**config.mk**
```make
export PLATFORM = sky130hd
export DESIGN_NAME = alu_share_arbiter_flat
export DESIGN_NICKNAME = d
export VERILOG_FILES = /design/src/rtl/alu_share_arbiter_pkg.sv /design/src/rtl/alu_share_arbiter_if.sv /design/src/rtl/alu_share_arbiter_alu_core.sv /design/src/rtl/alu_share_arbiter.sv /design/src/flat_wrapper.sv
export SDC_FILE = /design/constraint.sdc
export NUM_CORES = 1
export LEC_CHECK = 0
export BUFFER_PORTS_ARGS = -buffer_cell sky130_fd_sc_hd__buf_4
export CORE_ASPECT_RATIO = 0.5
export CORE_MARGIN = 3
export CORE_UTILIZATION = 30
export DETAILED_ROUTE_END_ITERATION = 8
export SYNTH_ARGS = -nofsm -noshare
export SYNTH_HDL_FRONTEND = slang
export SYNTH_HIERARCHICAL = 1
export SYNTH_SLANG_ARGS = --single-unit
```
**constraint.sdc**
```tcl
create_clock -name clk -period 7.25 [get_ports clk]
set_clock_uncertainty 0.15 [all_clocks]
set_input_delay 1.0875 -clock clk [delete_from_list [all_inputs] [get_ports clk]]
set_output_delay 1.0875 -clock clk [all_outputs]
set_load 0.01 [all_outputs]
```
**src/rtl/alu_share_arbiter_pkg.sv**
```systemverilog
// ALU share arbiter package: ALUControl codes, FSM state encoding, illegal-code check.
// Latency: n/a (declarations only).
// Backpressure: n/a.
package alu_arb_pkg;

    // Core ALUControl encoding
    localparam logic [3:0] ALU_ADD  = 4'b0000;
    localparam logic [3:0] ALU_SUB  = 4'b0001;
    localparam logic [3:0] ALU_AND  = 4'b0010;
    localparam logic [3:0] ALU_OR   = 4'b0011;
    localparam logic [3:0] ALU_XOR  = 4'b0100;
    localparam logic [3:0] ALU_SLT  = 4'b0101;
    localparam logic [3:0] ALU_SLL  = 4'b0110;
    localparam logic [3:0] ALU_SRL  = 4'b0111;
    localparam logic [3:0] ALU_SLTU = 4'b1000;
    localparam logic [3:0] ALU_SRA  = 4'b1001;

    typedef enum logic [1:0] {
        ST_IDLE = 2'd0,
        ST_EXEC = 2'd1,
        ST_RESP = 2'd2
    } state_t;

    // Codes 1010..1111 have no operation assigned.
    function automatic logic alu_ctrl_illegal(input logic [3:0] ctrl);
        return (ctrl >= 4'b1010);
    endfunction

endpackage

```
**src/rtl/alu_share_arbiter_if.sv**
```systemverilog
// Request/response bundle between NREQ requesters, the shared ALU and its consumer.
// Latency: n/a (wires only).
// Backpressure: req_valid/req_ready per requester, rsp_valid/rsp_ready on the response.
// Ports: req_valid/req_ready/req_a/req_b/req_ctrl (per requester, packed by index),
//        rsp_valid/rsp_ready/rsp_id/rsp_result/rsp_err, plus rsp_zero/rsp_neg
//        when ALU_ARB_FLAGS_EN is defined.
interface alu_share_arbiter_if #(
    parameter int W    = 32,
    parameter int NREQ = 2
);
    localparam int IDW = $clog2(NREQ);

    logic [NREQ-1:0]   req_valid;
    logic [NREQ-1:0]   req_ready;
    logic [NREQ*W-1:0] req_a;
    logic [NREQ*W-1:0] req_b;
    logic [NREQ*4-1:0] req_ctrl;
    logic              rsp_valid;
    logic              rsp_ready;
    logic [IDW-1:0]    rsp_id;
    logic [W-1:0]      rsp_result;
    logic              rsp_err;
`ifdef ALU_ARB_FLAGS_EN
    logic              rsp_zero;
    logic              rsp_neg;
`endif

    // master: requesters + response consumer; slave: the arbiter
    modport master (
        output req_valid, req_a, req_b, req_ctrl, rsp_ready,
        input  req_ready, rsp_valid, rsp_id, rsp_result, rsp_err
`ifdef ALU_ARB_FLAGS_EN
        , input rsp_zero, rsp_neg
`endif
    );

    modport slave (
        input  req_valid, req_a, req_b, req_ctrl, rsp_ready,
        output req_ready, rsp_valid, rsp_id, rsp_result, rsp_err
`ifdef ALU_ARB_FLAGS_EN
        , output rsp_zero, rsp_neg
`endif
    );

endinterface

```
**src/rtl/alu_share_arbiter_alu_core.sv**
```systemverilog
// Combinational ALU: (a, b, ctrl) -> (result, err); illegal codes give result 0, err 1.
// Latency: 0 cycles (pure combinational).
// Backpressure: none.
module alu_core
    import alu_arb_pkg::*;
#(
    parameter int W = 32
) (
    input  logic [W-1:0] a,
    input  logic [W-1:0] b,
    input  logic [3:0]   ctrl,
    output logic [W-1:0] result,
    output logic         err
);
    localparam int SHW = $clog2(W);

    logic [SHW-1:0] shamt;
    assign shamt = b[SHW-1:0];

    always_comb begin
        result = '0;
        err    = alu_ctrl_illegal(ctrl);
        case (ctrl)
            ALU_ADD:  result = a + b;
            ALU_SUB:  result = a - b;
            ALU_AND:  result = a & b;
            ALU_OR:   result = a | b;
            ALU_XOR:  result = a ^ b;
            ALU_SLT:  result = {{(W-1){1'b0}}, ($signed(a) < $signed(b))};
            ALU_SLL:  result = a << shamt;
            ALU_SRL:  result = a >> shamt;
            ALU_SLTU: result = {{(W-1){1'b0}}, (a < b)};
            ALU_SRA:  result = W'($signed(a) >>> shamt);
            default:  result = '0;
        endcase
    end

endmodule

```
**src/rtl/alu_share_arbiter.sv**
```systemverilog
// Round-robin shares one registered ALU among NREQ valid/ready requesters; tagged response.
// Latency: handshake at edge t -> rsp_valid seen at edge t+2; one op per 3 cycles max.
// Backpressure: response held in RESP until rsp_ready; no request accepted meanwhile.
// Ports: clk, reset (sync, active-high), bus (alu_share_arbiter_if.slave).
// Optional: ALU_ARB_FLAGS_EN adds registered rsp_zero/rsp_neg (0 when rsp_err).
module alu_share_arbiter
    import alu_arb_pkg::*;
#(
    parameter int W    = 32,
    parameter int NREQ = 2
) (
    input  logic                 clk,
    input  logic                 reset,
    alu_share_arbiter_if.slave   bus
);
    localparam int IDW = $clog2(NREQ);

    state_t          state, state_nxt;
    logic [IDW-1:0]  last_grant;
    logic            gnt_found;
    logic [IDW-1:0]  gnt_idx;
    logic [IDW-1:0]  cand;
    logic [NREQ-1:0] req_rdy;
    logic            capture;
    logic            exec;
    logic            rsp_vld;

    logic [W-1:0]    a_q, b_q;
    logic [3:0]      ctrl_q;
    logic [IDW-1:0]  id_q;

    logic [IDW-1:0]  rsp_id_q;
    logic [W-1:0]    rsp_result_q;
    logic            rsp_err_q;

    logic [W-1:0]    alu_result;
    logic            alu_err;

    // Search starts one past the last winner so continuously valid
    // requesters rotate; a lone requester wraps back to itself.
    always_comb begin
        gnt_found = 1'b0;
        gnt_idx   = '0;
        cand      = '0;
        for (int k = 1; k <= NREQ; k++) begin
            cand = IDW'((int'(last_grant) + k) % NREQ);
            if (!gnt_found && bus.req_valid[cand]) begin
                gnt_found = 1'b1;
                gnt_idx   = cand;
            end
        end
    end

    always_ff @(posedge clk) begin
        if (reset) begin
            state <= ST_IDLE;
        end else begin
            state <= state_nxt;
        end
    end

    always_comb begin
        state_nxt = state;
        req_rdy   = '0;
        capture   = 1'b0;
        exec      = 1'b0;
        rsp_vld   = 1'b0;
        case (state)
            ST_IDLE: begin
                // ready is only raised toward a valid requester, so ready implies handshake
                if (gnt_found && !reset) begin
                    req_rdy[gnt_idx] = 1'b1;
                    capture          = 1'b1;
                    state_nxt        = ST_EXEC;
                end
            end
            ST_EXEC: begin
                exec      = 1'b1;
                state_nxt = ST_RESP;
            end
            ST_RESP: begin
                rsp_vld = 1'b1;
                if (bus.rsp_ready) begin
                    state_nxt = ST_IDLE;
                end
            end
            default: state_nxt = ST_IDLE;
        endcase
    end

    always_ff @(posedge clk) begin
        if (reset) begin
            last_grant <= IDW'(NREQ - 1);
            a_q        <= '0;
            b_q        <= '0;
            ctrl_q     <= '0;
            id_q       <= '0;
        end else if (capture) begin
            last_grant <= gnt_idx;
            a_q        <= bus.req_a[gnt_idx*W +: W];
            b_q        <= bus.req_b[gnt_idx*W +: W];
            ctrl_q     <= bus.req_ctrl[gnt_idx*4 +: 4];
            id_q       <= gnt_idx;
        end
    end

    alu_core #(.W(W)) u_alu (
        .a      (a_q),
        .b      (b_q),
        .ctrl   (ctrl_q),
        .result (alu_result),
        .err    (alu_err)
    );

    always_ff @(posedge clk) begin
        if (reset) begin
            rsp_id_q     <= '0;
            rsp_result_q <= '0;
            rsp_err_q    <= 1'b0;
        end else if (exec) begin
            rsp_id_q     <= id_q;
            rsp_result_q <= alu_result;
            rsp_err_q    <= alu_err;
        end
    end

`ifdef ALU_ARB_FLAGS_EN
    logic rsp_zero_q;
    logic rsp_neg_q;

    always_ff @(posedge clk) begin
        if (reset) begin
            rsp_zero_q <= 1'b0;
            rsp_neg_q  <= 1'b0;
        end else if (exec) begin
            // illegal ops report no flags even though their result is 0
            rsp_zero_q <= (alu_result == '0) && !alu_err;
            rsp_neg_q  <= alu_result[W-1] && !alu_err;
        end
    end

    assign bus.rsp_zero = rsp_zero_q;
    assign bus.rsp_neg  = rsp_neg_q;
`else
    // flag outputs are not present in this build
`endif

    assign bus.req_ready  = req_rdy;
    assign bus.rsp_valid  = rsp_vld;
    assign bus.rsp_id     = rsp_id_q;
    assign bus.rsp_result = rsp_result_q;
    assign bus.rsp_err    = rsp_err_q;

endmodule

```
**src/flat_wrapper.sv**
```systemverilog
// flat-port wrapper written by rule: the top's interface ports become plain ports
module alu_share_arbiter_flat import alu_arb_pkg::*;
#(
    parameter int W    = 32,
    parameter int NREQ = 2
)
  (clk, reset, bus_req_valid, bus_req_a, bus_req_b, bus_req_ctrl, bus_rsp_ready, bus_req_ready, bus_rsp_valid, bus_rsp_id, bus_rsp_result, bus_rsp_err);
  alu_share_arbiter_if #(.W(W), .NREQ(NREQ)) bus_i ();
  input  logic clk;
  input  logic reset;
  input wire logic [$bits(bus_i.req_valid)-1:0] bus_req_valid;
  input wire logic [$bits(bus_i.req_a)-1:0] bus_req_a;
  input wire logic [$bits(bus_i.req_b)-1:0] bus_req_b;
  input wire logic [$bits(bus_i.req_ctrl)-1:0] bus_req_ctrl;
  input wire logic [$bits(bus_i.rsp_ready)-1:0] bus_rsp_ready;
  output wire logic [$bits(bus_i.req_ready)-1:0] bus_req_ready;
  output wire logic [$bits(bus_i.rsp_valid)-1:0] bus_rsp_valid;
  output wire logic [$bits(bus_i.rsp_id)-1:0] bus_rsp_id;
  output wire logic [$bits(bus_i.rsp_result)-1:0] bus_rsp_result;
  output wire logic [$bits(bus_i.rsp_err)-1:0] bus_rsp_err;
  assign bus_i.req_valid = bus_req_valid;
  assign bus_i.req_a = bus_req_a;
  assign bus_i.req_b = bus_req_b;
  assign bus_i.req_ctrl = bus_req_ctrl;
  assign bus_i.rsp_ready = bus_rsp_ready;
  assign bus_req_ready = bus_i.req_ready;
  assign bus_rsp_valid = bus_i.rsp_valid;
  assign bus_rsp_id = bus_i.rsp_id;
  assign bus_rsp_result = bus_i.rsp_result;
  assign bus_rsp_err = bus_i.rsp_err;
  alu_share_arbiter #(.W(W), .NREQ(NREQ)) u_core (.clk(clk), .reset(reset), .bus(bus_i));
endmodule
```
Word level (Yosys, flattened, before mapping)
Cells that the tools add are included.
{"block": "totals", "inputBits": 141, "register_bits": 106, "output_inout_bits": 37}
{"block": "op_classes", "shifts": 6, "n_eq_ne": 13, "magnitude_cmp": 7, "add_sub_neg": 4, "n_mux": 20, "n_bitwise": 3, "n_reduce_logical": 8}
{"op": "$pmux 32 s10", "n": 1}
{"op": "$shiftx 64x7->32", "n": 2}
{"op": "$lt 32x32->1", "n": 2}
{"op": "$add 32x32->32", "n": 1}
{"op": "$and 32x32->32", "n": 1}
{"op": "$or 32x32->32", "n": 1}
{"op": "$shl 32x5->32", "n": 1}
{"op": "$shr 32x5->32", "n": 1}
{"op": "$sshr 32x5->32", "n": 1}
{"op": "$sub 32x32->32", "n": 1}
{"op": "$xor 32x32->32", "n": 1}
{"op": "$eq 4x3->1 const B", "n": 4}
{"op": "$mux 1", "n": 13}
{"op": "$eq 4x2->1 const B", "n": 2}
{"op": "$eq 4x4->1 const B", "n": 2}
{"op": "$mux 2", "n": 4}
{"op": "$shiftx 8x4->4", "n": 1}
{"op": "$lt 1x2->1 const B", "n": 3}
{"op": "$pmux 2 s3", "n": 1}
{"op": "$eq 4x1->1 const B", "n": 1}
{"op": "$ge 4x4->1 const B", "n": 1}
{"op": "$logic_not 4->1", "n": 1}
{"op": "$logic_and 1x1->1", "n": 3}
{"op": "$add 1x1->1 const B", "n": 2}
{"op": "9 further kinds", "n": 10}

Depth between registers and ports, before layout
Gate-level depths: netlist (run 1).
{"block": "logic_depth", "ltp_word": 13, "ltp_mapped": 18, "ltp_nobuf": 16}

Cells and area by module
The synthesis (run 1) kept the hierarchy.
{"module": "alu_core", "area_per_inst_um2": 7985.2, "instances": 1, "cells_per_inst": 1286}
{"module": "alu_share_arbiter", "area_per_inst_um2": 4374.2, "instances": 1, "cells_per_inst": 556}

Worst setup path after synthesis (run 1)
No wires, ideal clock.
{"block": "synth_path", "path_type": "reg-to-reg", "start": "register u_core.b_q[3]", "end": "register u_core.rsp_result_q[23] (netlist: u_core/bus.rsp_result[23])", "stages_incl_launch_ff": 18, "setup_slack_ns": 3.191, "period_less_slack_ns": 4.059, "t_required_ns": 6.968, "setup_ns": 0.132, "arrival_time_ns": 3.777, "cell_sequence": "dfxtp_1 clkbuf_1 inv_1 clkbuf_1 clkbuf_1 ha_1 or4_1 o221ai_1 o21ai_1 a211o_1 a2111oi_0 nor3_1 o21ai_0 a21oi_1 xnor2_1 a211o_1 nand2_1 a21oi_1"}
{"block": "synth_between", "elab_chain_len": 2, "word_cells_on_any_way": 6, "cone_classes": "add/sub (2); shift (3); mux (1)"}
{"item": "start: declaration", "line": "alu_share_arbiter.sv:28", "rtl": "logic [W-1:0] a_q, b_q;"}
{"item": "start signal: assignment", "line": "alu_share_arbiter.sv:101", "rtl": "b_q <= bus.req_b[gnt_idx*W +: W];"}
{"item": "$sub 32x32->32 (tied with other cells)", "line": "alu_share_arbiter_alu_core.sv:25", "rtl": "ALU_SUB: result = a - b;"}
{"item": "$pmux 32 s10 (*)", "line": "alu_share_arbiter_alu_core.sv:23", "rtl": "case (ctrl)"}
{"item": "named net u_core.alu_result[23]", "line": "alu_share_arbiter.sv:36", "rtl": "logic [W-1:0] alu_result;"}
{"item": "end signal: assignment", "line": "alu_share_arbiter.sv:122", "rtl": "rsp_result_q <= alu_result;"}
{"item": "end: declaration", "line": "alu_share_arbiter.sv:33", "rtl": "logic [W-1:0] rsp_result_q;"}
The timed path passes the listed nets; every way through them passes the cells marked *.
A chain may end at the register's enable or synchronous reset.

Final worst setup path (run 1)
{"block": "layout_path", "start": "register u_core.b_q[0]", "end": "register u_core.rsp_result_q[5] (netlist: u_core/bus.rsp_result[5])"}
The elaborated chain is that of the path after synthesis.

==> results of run 1 <==
-- cell type report --
class / count / area (sq um) / area share [%]
clock buffers: 9 / 225 / 1.57
repair buffers: 212 / 1590 / 11.1
inverters: 96 / 360 / 2.51
flip-flops and latches: 106 / 2130 / 14.8
clock inverters: 7 / 113 / 0.785
well taps: 530 / 663 / 4.62
diodes: 4 / 10.0 / 0.0698
multi-input cells: 1482 / 9250 / 64.5
-- kinds of logic (layout without fill, tap and decap cells) --
group                    after synthesis  in the layout  share of synthesized area (%)
AO/OA/AOI/OAI                        672            672                           34.5
multiplexers                          89             89                           7.99
flip-flops                           106            106                           17.2
other                                  0              4                              0
adder cells (fa/ha/maj)              102            102                           10.4
AND/OR/NAND/NOR                      597            597                           20.2
buffers and inverters                254            324                           8.10
XOR/XNOR                              22             22                           1.56
-- metal layers --
| layer | GRT usage (%) | vias to the layer above | share of wire (%) |
|---|---|---|---|
| met5 | 0 | - | 0.19 |
| li1 | - | 6748 | - |
| met3 | 14.7 | 100 | 15 |
| met4 | 7.68 | 6 | 2.4 |
| met1 | 42.1 | 7144 | 46 |
| met2 | 37.5 | 795 | 37 |
-- state kept, by name, summed over array words and instances (netlist names) --
name,count
u_core/bus.rsp_id,1
u_core/state,2
u_core/bus.rsp_result,32
u_core/ctrl_q,4
u_core/last_grant,1
u_core/bus.rsp_err,1
u_core/id_q,1
u_core/a_q,32
u_core/b_q,32
-- worst max-delay path, delay by kind of cell, from the launching register on --
family,cells,cell delay [ps]
AOI/OAI and AO/OA,5,1240
DFF,1,670
buffers and inverters,1,640
and+or+nand+nor,3,470
muxes,2,1420
-- where the power goes --
group	total (mW)	internal [mW]	switching, mW
logic	1.53	0.508	1.02
clock network	0.566	0.282	0.284
registers	0.754	0.637	0.117
total	2.85	1.43	1.42
-- cell usage in the layout, fill, tap and decap left out, types with 12 or more instances in the layout --
| cell | n |
|---|---|
| nand2b_1 | 12 |
| nand3_1 | 31 |
| nor3_1 | 20 |
| inv_1 | 90 |
| a221oi_1 | 19 |
| nor2_1 | 163 |
| buf_4 | 212 |
| a311oi_1 | 69 |
| nand2_1 | 319 |
| o211ai_1 | 25 |
| a211oi_1 | 24 |
| o21ai_0 | 156 |
| a31oi_1 | 12 |
| dfxtp_1 | 102 |
| a21o_1 | 20 |
| xnor2_1 | 18 |
| ha_1 | 100 |
| a21oi_1 | 235 |
| mux2i_1 | 75 |
-- worst max path at each step --
stage                  start  slack, ps                        end  cells past startpoint
2_1_floorplan  u_core/b_q[3]       3190  u_core/bus.rsp_result[23]                     17
3_3_place_gp   u_core/b_q[1]       2790  u_core/bus.rsp_result[31]                     15
3_5_place_dp   u_core/b_q[0]       2740  u_core/bus.rsp_result[28]                     16
4_1_cts        u_core/b_q[0]       2700  u_core/bus.rsp_result[28]                     16
5_1_grt        u_core/b_q[0]       2280  u_core/bus.rsp_result[28]                     16
6_report       u_core/b_q[0]       2470   u_core/bus.rsp_result[5]                     11
==> flow_metrics.tcl, run 1 <==
set metrics [dict create \
    antenna_found_initial 5 \
    synth_top_area_cell "dfxtp_1" \
    holdCritPathClass "flip-flop to flip-flop" \
    cts_tree "done" \
    synth_top_area_share_pct 17.2 \
    max_stage_delay_ps 850 \
    grt-ovfl-total 0 \
    syn_nets 2085 \
    fin_crit_sh_pct 65.9 \
    synthesis.area_sq_um 12400 \
    ir_worst_vdd_mv 0.111 \
    powerDensity_nw_per_um2 199 \
    pre_cts_slack_ps 2740 \
    ys_warn_count 6 \
    max_freq_ghz 0.209 \
    synthArstFlopShare_pct 0 \
    whs_path_depth 2 \
    maxCapViolCount 0 \
    nNetsFinal 2150 \
    htreeDepth 3 \
    start_kind "flip-flop" \
    rsz0062_at_grt "no" \
    reg2reg_depth 11 \
    layout_min_cycle_time_ps 4780 \
    n_fill_cell 4395 \
    initial_utilization_pct 31.1 \
    drt_pre_antenna_iters 6 \
    place_congestion 1.09 \
    fp.dieH_um 150 \
    synth.area.top_cells "dfxtp_1 (17%), ha_1 (10%), nand2_1 (9.7%)" \
    synth_edf_count 0 \
    routed_wl_um 66100 \
    pin_count 178 \
    cp_max_fo 69 \
    p_leak_nw 5.93 \
    clkSinkCount 106 \
    cp.arrival_ps 4880 \
    grt_max_degree 71 \
    hold_viol 0 \
    worstPathRequired_ps 7350 \
    worst_slew_margin_rel_pct 20.1 \
    drv_slew 0 \
    worstReg2RegStart "u_core/b_q[0]" \
    path_common_cell "a21oi_1" \
    dp_hpwl_um 51200 \
    die_x_um 293 \
    ant_nets 0 \
    synth-main-ff-cell "dfxtp_1" \
    drc_errors 0 \
    cts-buffers-inserted 9 \
    synthCells 1842 \
    cp_cell_sequence "buf_4 > mux2i_1 > nor2_1 > a21oi_1 > nor2_1 > a21oi_1 > o21ai_0 > mux2i_1 > o2111ai_1 > nand2_1 > a21oi_1" \
    yosysSeqAreaShare_pct 17.2 \
    post-route-cell-area_sq_um 14300 \
    crit_type "flip-flop to flip-flop" \
    cts_setup_buffers 0 \
    holdWs_ps 308 \
    die_area_sq_um 43800 \
    tns_ps 0 \
    first_iter_violations 2081 \
    syn_to_final_growth_pct 16.0 \
    finalPower_mw 2.85 \
    hold_buffers 0 \
    path_clk_slew_ps 80 \
    core_area_sq_um 39800 \
    critical_path.slowest_cell "mux2i_1" \
    final-setup-viol-count 0 \
    fin_cells 2446 \
    grt_pass1_vias 13500 \
    cts_buffer_depth 2 \
    r2r_slack_ps 2470 \
    holdPathEnd "u_core/bus.rsp_result[4]" \
    avgSynthCellArea_sq_um 6.71 \
    worst_slew_pin_slew_ps 1190 \
    finish.utilization_pct 36.1 \
    placedInstanceArea_sq_um 14000 \
    clkLatencyLatePin_ps 400 \
    wire_per_inst_um 27.0 \
    track_usage_pct 29.3 \
    synth_most_common_cell "nand2_1" \
    hp-start "u_core/bus.rsp_result[4]" \
    synth_commonest_cells "nand2_1 (319), a21oi_1 (235), nor2_1 (163)" \
    synth_cell_type_count 77 \
    grt_pass1_wl_um 94900 \
    drive_gt1_share_pct 14.0 \
    placedCellCount 2426 \
    cts-root-buf "clkbuf_16" \
    timing.rr.end "u_core/bus.rsp_result[5]" \
    crit_path_end_kind "flip-flop" \
    status "complete, no violations" \
    fin_ws_ps 2470 \
    rows 51 \
    vias_per_cell 6.05 \
    synth.ff_latch_count 106 \
    ctsResizeCount 0 \
    portBuffers 177 \
    num_vias 14800 \
]
(Power assumes the default switching activity.)
==> inputs of run 2 (changes only) <==
clock period = 4.3 ns   (was 7.25 ns; I/O delays follow)
==> run 2 against run 1 <==
  * Maximum frequency up 12%
  * Worst hold slack worse by 3.4 ps
  * Global-route usage down 0.87 points
  * Die area unchanged
  * Wire length down 2.5%
  * Critical path depth unchanged
  * Total power up 72%
  * Setup slack worse by 2400 ps
  * Sequential power up 58%
  * Utilization up 1.4 points
  * Count of clock-buffer cells in the layout unchanged
  * Critical path type unchanged
  * Largest power group unchanged
==> flow_metrics.tcl, run 2 (synthesis results as in run 1) <==
set metrics [dict create \
    grt_max_degree 96 \
    path_depth 11 \
    multiInputGateArea_sq_um 9260 \
    path_clk_slew_ps 90 \
    pin_count 178 \
    maxCapViolCount 0 \
    reg2reg_depth 11 \
    start_kind "flip-flop" \
    wire_per_inst_um 25.7 \
    worst_slew_pin_slew_ps 1200 \
    grt_pass1_wl_um 93500 \
    grt_pass1_vias 13700 \
    worst_slew_margin_rel_pct 20.0 \
    placedCellCount 2491 \
    fin_crit_sh_pct 98.8 \
    cts_buffer_depth 2 \
    cp_top_family "compound AO/OA/AOI/OAI gates" \
    drt_pre_antenna_iters 6 \
    vias_per_cell 6.01 \
    worst-path-buf-inv 1 \
    crit_path_end_kind "flip-flop" \
    initial_utilization_pct 31.1 \
    fp.dieH_um 150 \
    crit_type "flip-flop to flip-flop" \
    syn_to_final_growth_pct 20.5 \
    status "complete, no violations" \
    powerDensity_nw_per_um2 329 \
    cts-root-buf "clkbuf_16" \
    ant_nets 0 \
    antenna_cells 0 \
    m1WireLength_um 29300 \
    die_x_um 293 \
    nNetsFinal 2215 \
    antenna_found_initial 2 \
    routed.top_layer "met5" \
    fin_cells 2507 \
    max_freq_ghz 0.235 \
    wl_met2_um 24400 \
    cts_tree "done" \
    dr_wl_met3_um 8820 \
    hold_viol 0 \
    drc_errors 0 \
    die_area_sq_um 43800 \
    tns_ps 0 \
    hold_buffers 0 \
    clkSinkCount 106 \
    n_fill_cell 4295 \
    track_usage_pct 28.5 \
    max_stage_delay_ps 850 \
    cp_cell_sequence "buf_12 > o21ai_0 > mux2i_1 > nand2_1 > o21ai_0 > a22oi_1 > o22ai_1 > mux2i_1 > o2111ai_1 > nand2_1 > a21oi_1" \
    routed_wl_um 64400 \
    final-seq-area_sq_um 2130 \
    core_area_sq_um 39800 \
    cp.arrival_ps 4340 \
    layout_commonest_cell "nand2_1" \
    cts_setup_buffers 0 \
    clkLatencyLatePin_ps 400 \
    layout_min_cycle_time_ps 4250 \
    dp_hpwl_um 51100 \
    grt-ovfl-total 0 \
    num_vias 15100 \
    cp_max_fo 95 \
    holdCritPathClass "flip-flop to flip-flop" \
    p_leak_nw 6.28 \
    rsz0062_at_grt "no" \
    critical_path.slowest_cell "o21ai_0" \
    rows 51 \
    worstPathRequired_ps 4400 \
    whs_path_depth 2 \
    final-setup-viol-count 0 \
    mostFrequentLayoutCells "nand2_1 (319), buf_4 (270), a21oi_1 (235), nor2_1 (163), o21ai_0 (156)" \
    first_iter_violations 2074 \
    htreeDepth 3 \
    place_congestion 1.08 \
    drive_gt1_share_pct 16.9 \
    portBuffers 177 \
    ir_worst_vdd_mv 0.201 \
    cts-buffers-inserted 9 \
    drv_slew 0 \
]
-- run 2: cell count changes in the layout (fill, tap and decap cells not counted), sizes merged --
cell | before | now
diode | 4 | 0
clkinv | 7 | 4
buf | 212 | 277
clkinvlp | 0 | 1
inv | 95 | 97
-- run 2: power breakdown --
part           internal (mW)  leakage [nW]  switching [mW]
clock network          0.469         0.153           0.468
registers               1.07         0.871           0.113
logic                  0.976          5.26            1.81
-- run 2: layout make-up --
| cell class | instances | share of cell area [%] |
|---|---|---|
| Multi-Input combinational cell | 1482 | 62.2 |
| Timing Repair Buffer | 277 | 14.5 |
| Sequential cell | 106 | 14.3 |
| Tap cell | 530 | 4.45 |
| Inverter | 96 | 2.42 |
| Clock buffer | 9 | 1.51 |
| Clock inverter | 7 | 0.630 |
-- run 2: per-layer routing --
metal	vias to the layer above	GRT usage, %
met3	117	10.1
met1	7240	42.3
met2	838	38.0
met5	-	0
met4	4	7.13
li1	6874	-
-- run 2: path summary, 6_finish.rpt --
check                                              start                  endpoint  slack (ps)
worst max-delay path                       u_core/b_q[0]  u_core/bus.rsp_result[5]          50
worst min-delay path            u_core/bus.rsp_result[8]  u_core/bus.rsp_result[8]         300
worst max register to register             u_core/b_q[0]  u_core/bus.rsp_result[5]          50
worst min register to register  u_core/bus.rsp_result[8]  u_core/bus.rsp_result[8]         300
-- run 2: what timing repair did --
action                     CTS  global route
resized for setup            0             2
setup endpoints to repair    0             3
hold endpoints to repair     0             0
-- run 2: stage by stage --
step	cell area (sq um)	util, %	total power, mW	hold WS (ps)	worst slack, ps
finish	14900	37.5	4.91	304	51.4
global route	14900	37.5	5.13	329	32.9
CTS	14900	37.5	4.79	311	242
detailed placement	14600	36.6	3.85	300	279
global placement	14600	36.6	3.86	294	306
floorplan	12400	-	2.76	278	241
-- run 2: tightest hold or removal path, stage by stage (launching register included) --
cell     delay, ps
dfxtp_1        310
nand2_1         50
a21oi_1         50
